===== src/rtl/fetch_unit.sv =====
// Instruction fetch stage: owns the PC, drives a 1-cycle-latency ROM and feeds decode through a 2-entry buffer.
// Optional FETCH_MISALIGN_TRAP_EN adds the fetch_fault port and halts fetch on a misaligned redirect.
module fetch_unit #(
    parameter int          ADDR_WIDTH = 10,
    parameter int          DATA_WIDTH = 32,
    parameter logic [31:0] RESET_PC   = 32'h0000_0000
) (
    input  logic                  clk,
    input  logic                  rst_n,
    output logic [ADDR_WIDTH-1:0] rom_addr,
    input  logic [DATA_WIDTH-1:0] rom_rdata,
    input  logic                  rom_rdata_valid,
    input  logic                  redirect_valid,
    input  logic [31:0]           redirect_pc,
    output logic                  instr_valid,
    input  logic                  instr_ready,
    output logic [DATA_WIDTH-1:0] instr_data,
    output logic [31:0]           instr_pc
`ifdef FETCH_MISALIGN_TRAP_EN
    ,
    output logic                  fetch_fault
`endif
);

    logic [31:0]           fetch_pc_reg, fetch_pc_next;
    logic                  pending_reg, pending_next;
    logic [31:0]           pending_pc_reg, pending_pc_next;
    logic [1:0]            count_reg, count_next;
    logic [ADDR_WIDTH-1:0] addr_reg;

    logic [31:0]           fifo_pc_reg   [2];
    logic [31:0]           fifo_pc_next  [2];
    logic [DATA_WIDTH-1:0] fifo_data_reg [2];
    logic [DATA_WIDTH-1:0] fifo_data_next[2];

    logic        pop, resp, push, issue;
    logic        redirect_go, redirect_bad, halted;
    logic [2:0]  occupancy;
    logic [1:0]  push_slot;
    logic [31:0] redirect_target;

`ifdef FETCH_MISALIGN_TRAP_EN
    logic fault_reg;

    assign redirect_bad = redirect_valid && (redirect_pc[1:0] != 2'b00);
    assign halted       = fault_reg;
    assign fetch_fault  = fault_reg;

    // The most recent redirect decides whether fetch is trapped or running.
    always_ff @(posedge clk or negedge rst_n) begin
        if (!rst_n) begin
            fault_reg <= 1'b0;
        end else if (redirect_valid) begin
            fault_reg <= redirect_bad;
        end
    end
`else
    logic unused_pc_low;

    assign redirect_bad  = 1'b0;
    assign halted        = 1'b0;
    assign unused_pc_low = ^redirect_pc[1:0];
`endif

    assign redirect_target = {redirect_pc[31:2], 2'b00};
    assign redirect_go     = redirect_valid && !redirect_bad;

    assign instr_valid = (count_reg != 2'd0);
    assign instr_pc    = fifo_pc_reg[0];
    assign instr_data  = fifo_data_reg[0];

    assign pop  = instr_valid && instr_ready;
    assign resp = pending_reg && rom_rdata_valid;
    assign push = resp && !redirect_valid;

    // Slots already claimed after this cycle's pop; an outstanding read owns one.
    assign occupancy = {1'b0, count_reg} + {2'b00, pending_reg} - {2'b00, pop};
    // A new read may only go out once the previous one has been answered.
    assign issue     = !redirect_valid && !halted && (occupancy <= 3'd1) && (!pending_reg || resp);
    assign push_slot = count_reg - {1'b0, pop};

    always_comb begin
        rom_addr = addr_reg;
        if (redirect_go) begin
            rom_addr = redirect_pc[ADDR_WIDTH+1:2];
        end else if (issue) begin
            rom_addr = fetch_pc_reg[ADDR_WIDTH+1:2];
        end
    end

    always_comb begin
        fetch_pc_next   = fetch_pc_reg;
        pending_next    = pending_reg;
        pending_pc_next = pending_pc_reg;
        count_next      = count_reg + {1'b0, push} - {1'b0, pop};
        if (redirect_valid) begin
            count_next   = 2'd0;
            pending_next = redirect_go;
            if (redirect_go) begin
                pending_pc_next = redirect_target;
                fetch_pc_next   = redirect_target + 32'd4;
            end
        end else if (issue) begin
            pending_next    = 1'b1;
            pending_pc_next = fetch_pc_reg;
            fetch_pc_next   = fetch_pc_reg + 32'd4;
        end else if (resp) begin
            pending_next = 1'b0;
        end
    end

    always_comb begin
        for (int i = 0; i < 2; i++) begin
            fifo_pc_next[i]   = fifo_pc_reg[i];
            fifo_data_next[i] = fifo_data_reg[i];
        end
        if (pop) begin
            fifo_pc_next[0]   = fifo_pc_reg[1];
            fifo_data_next[0] = fifo_data_reg[1];
        end
        if (push) begin
            fifo_pc_next[push_slot[0]]   = pending_pc_reg;
            fifo_data_next[push_slot[0]] = rom_rdata;
        end
    end

    always_ff @(posedge clk or negedge rst_n) begin
        if (!rst_n) begin
            fetch_pc_reg   <= RESET_PC;
            pending_reg    <= 1'b0;
            pending_pc_reg <= RESET_PC;
            count_reg      <= 2'd0;
            addr_reg       <= RESET_PC[ADDR_WIDTH+1:2];
        end else begin
            fetch_pc_reg   <= fetch_pc_next;
            pending_reg    <= pending_next;
            pending_pc_reg <= pending_pc_next;
            count_reg      <= count_next;
            addr_reg       <= rom_addr;
        end
    end

    generate
        for (genvar gi = 0; gi < 2; gi++) begin : g_entry
            always_ff @(posedge clk or negedge rst_n) begin
                if (!rst_n) begin
                    fifo_pc_reg[gi]   <= 32'd0;
                    fifo_data_reg[gi] <= '0;
                end else begin
                    fifo_pc_reg[gi]   <= fifo_pc_next[gi];
                    fifo_data_reg[gi] <= fifo_data_next[gi];
                end
            end
        end
    endgenerate

endmodule

===== config.mk =====
export PLATFORM = sky130hd
export DESIGN_NAME = fetch_unit
export DESIGN_NICKNAME = d
export VERILOG_FILES = /design/src/rtl/fetch_unit.sv
export SDC_FILE = /design/constraint.sdc
export NUM_CORES = 1
export LEC_CHECK = 0
export ABC_AREA = 1
export BUFFER_PORTS_ARGS = -buffer_cell sky130_fd_sc_hd__buf_2
export CAP_MARGIN = 20
export CELL_PAD_IN_SITES_DETAIL_PLACEMENT = 1
export CELL_PAD_IN_SITES_GLOBAL_PLACEMENT = 2
export CORE_UTILIZATION = 32
export DETAILED_ROUTE_END_ITERATION = 8
export PLACE_DENSITY_LB_ADDON = 0.3
export SYNTH_ARGS = -nofsm -noshare
export SYNTH_HDL_FRONTEND = slang
export SYNTH_SLANG_ARGS = --single-unit

===== constraint.sdc =====
create_clock -name clk -period 3.3 [get_ports clk]
set_input_delay 0.66 -clock clk [delete_from_list [all_inputs] [get_ports clk]]
set_output_delay 0.66 -clock clk [all_outputs]
set_load 0.005 [all_outputs]

==> out/results.ini <==
[pwr]
power.density_nw_per_um2=966
peakVddDrop_mv=0.573
p_leak_nw=5.81

[critical_path]
rr_worst_depth=18
cp-start-kind=flop
crit_path_max_incr_delay_ns=0.52
crit_path_max_fanout=8
endpoint_kind=output pin
r2r_setup_slack_ns=0.34
worstPathCellList=inv_2 -> nand2_2 -> nand2_2 -> inv_2 -> nand2_2 -> nand2_2 -> ha_4 -> inv_2 -> fa_2 -> nand2_2 -> nor2_4 -> a21oi_4 -> buf_8 -> nor2_2 -> a21oi_2 -> buf_2
cpMostUsedCell=nand2_2
critical_path.startpoint=count_reg[1]$_DFF_PN0_
cp_slowest_cell=fa_2
worstPathRequired_ns=2.64
r2r_end=fetch_pc_reg[8]$_DFFE_PN0P_
r2r-start=count_reg[1]$_DFF_PN0_
critical_path_class=flop to output pin
worstPathArrival_ns=2.81

[clock_network]
root_buffer=clkbuf_16
insertion_delay_ns=0.51
numCtsBuffers=24
cts_tree=done
clkTransAtPathRegs_ns=0.06
cts.path.max_buffers=3
htree_levels=1
cts_sinks=201

[sta]
maxSlewViolCount=0
max_slew_margin_pct=44.8
setup_viol=10
period_share_pct=105
clock_skew_ns=0.00639
clock.fmax_mhz=288
finalHoldViolCount=0
final.setup.worst_slack_ns=-0.175
worst_pin_slew_ns=0.828
finalCriticalPeriod_ns=3.47
rsz0062_at_grt=true

[route]
detail_route.wl_per_cell_um=15.7
routed_wl_mm=27.1
vias=8091
first_iter_violations=466
vias_per_cell=4.69
postRouteAntennaNets=0
drtPass1Iterations=4
drcViolationCount=0

[synthesis]
syn_area_sq_um=9860
postSynthCellCount=1223
ys.warnings.count=0
synth_nets=1297
syn_area_per_cell_sq_um=8.06
ys_seq_area_share_pct=51.0
synth_cell_type_count=36
ys_seq_elements=201

[run]
maxCapViolCount=0

[floorplanning]
row_count=63
fp.dieH_um=178
dieArea_sq_um=31500
pin_count=144
start_util_pct=32.9
die_width_um=178
core_sq_um=30000

[final_layout]
final_common_cell=nand2_1
antenna_cells=0
final_cell_mix=431 x nand2_1, 201 x dfrtp_1, 140 x buf_2
final_area_sq_um=11700
drive_gt1_share_pct=23.2
nNetsFinal=1393
fillers=3651
fin_util_pct=39.2
syn_to_final_growth_pct=19.1

[global_routing]
overflow=0
grt_first_pass_wirelength_mm=44.7
antenna_found_initial=0
grt_max_degree=76
grtUsageTotal_pct=17.8
grt_pass1_vias=8409

[worst_hold_path]
hp-class=input pin to asynchronous set/reset pin

[placement]
io_buffers=141
placed_area_sq_um=10600
routabilityCongestion=0.751
dp_hpwl_mm=17.7

[status]
status=complete, but fails checks
violations=setup timing

-- cells in the mapped netlist --
| cell type | number | area (sq um) |
|---|---|---|
| o21ai_1 | 3 | 15.0 |
| inv_1 | 75 | 282 |
| nor2_2 | 3 | 18.8 |
| xnor2_1 | 2 | 17.5 |
| nor3_1 | 1 | 5.00 |
| ha_1 | 4 | 50.1 |
| nand2_2 | 17 | 106 |
| or2_1 | 1 | 6.26 |
| o21bai_1 | 7 | 52.6 |
| o211ai_1 | 5 | 37.5 |
| fa_1 | 1 | 20.0 |
| buf_6 | 7 | 78.8 |
| and2_0 | 1 | 6.26 |
| o21a_1 | 1 | 7.51 |
| buf_4 | 69 | 518 |
| nand2_4 | 1 | 11.3 |
| nand4_1 | 12 | 75.1 |
| or2_2 | 1 | 6.26 |
| xor2_1 | 4 | 35.0 |
| and2_1 | 1 | 6.26 |
| a31oi_1 | 62 | 388 |
| buf_8 | 1 | 15.0 |
| buf_2 | 20 | 100 |
| nand3_4 | 1 | 17.5 |
| clkbuf_1 | 29 | 109 |
| a21oi_1 | 38 | 190 |
| nand2_1 | 434 | 1630 |
| dfrtp_1 | 201 | 5030 |
| nand3_1 | 32 | 160 |
| a21oi_2 | 1 | 8.76 |
| nand3_2 | 2 | 20.0 |
| o21ai_0 | 51 | 255 |
| inv_2 | 5 | 18.8 |
| clkinv_2 | 1 | 5.00 |
| nor2_4 | 10 | 113 |
| nor2_1 | 119 | 447 |
-- how the worst max path moves through the flow --
stage                        to  slack [ns]  cells after the start
floorplan           rom_addr[3]        0.11                     13
global placement    rom_addr[0]       -0.01                     16
detailed placement  rom_addr[1]       -0.03                     16
CTS                 rom_addr[6]       -0.24                     16
global route        rom_addr[6]       -0.35                     16
finish              rom_addr[6]       -0.17                     16
-- where the power goes --
part | total [mW] | internal [mW] | switching [mW]
sequential | 4.26 | 3.65 | 0.614
clock | 2.79 | 1.74 | 1.04
combinational | 4.30 | 1.77 | 2.53
total | 11.3 | 7.16 | 4.19
-- metrics by stage --
stage / hold slack [ns] / setup slack [ns] / setup TNS, ns / total power, mW / std cells
3_3_place_gp: 0.453 / -0.0122 / -0.0122 / 8.14 / 1667
5_1_grt: 0.210 / -0.352 / -3.30 / 12.3 / 1724
4_1_cts: 0.192 / -0.236 / -2.20 / 11.5 / 1720
2_1_floorplan: 0.364 / 0.106 / 0 / 7.13 / 1223
6_report: 0.167 / -0.175 / -1.55 / 11.3 / 1724
3_5_place_dp: 0.459 / -0.0292 / -0.0314 / 8.27 / 1667
-- routing by layer --
metal,vias up,GRT usage [%],part of all wire (%)
li1,4005,-,-
met1,3910,24.7,48
met2,155,29.7,46
met3,21,2.34,4.5
met4,0,3.49,1.3
met5,-,0,0
-- worst max-delay path, delay by kind of cell (launching register included) --
family / cells / cell delay (ns)
and+or+nand+nor: 7 / 0.68
adders and majority gates: 2 / 0.66
buffers and inverters: 5 / 0.45
DFF: 1 / 0.36
AOI/OAI and AO/OA: 2 / 0.14
-- cell type report --
type | count | area, sq um | area share, %
Timing Repair Buffer | 196 | 1220 | 10.4
Inverter | 81 | 308 | 2.62
Tap cell | 390 | 488 | 4.16
Multi-Input combinational cell | 815 | 3860 | 32.9
Clock inverter | 6 | 110 | 0.938
Sequential cell | 201 | 5030 | 42.8
Clock buffer | 35 | 723 | 6.16
-- logic make-up (layout without fill, tap and decap cells) --
family,Yosys count,count (layout),synth area share [%]
AO/OA/AOI/OAI,168,168,9.68
buffers and inverters,207,318,11.4
XOR/XNOR,6,6,0.533
AND/OR/NAND/NOR,636,636,26.6
adder cells (fa/ha/maj),5,5,0.711
flip-flops,201,201,51.0
-- timing repair --
| action | CTS | global route |
|---|---|---|
| endpoints found under the setup margin | 10 | 11 |
| gates cloned | 1 | 0 |
| pin swaps | 11 | 12 |
| hold endpoints to repair | 0 | 0 |
| hold buffers | 0 | 0 |
| gates resized for setup | 42 | 6 |
| buffers inserted | 12 | 5 |
(Power assumes the default switching activity.)
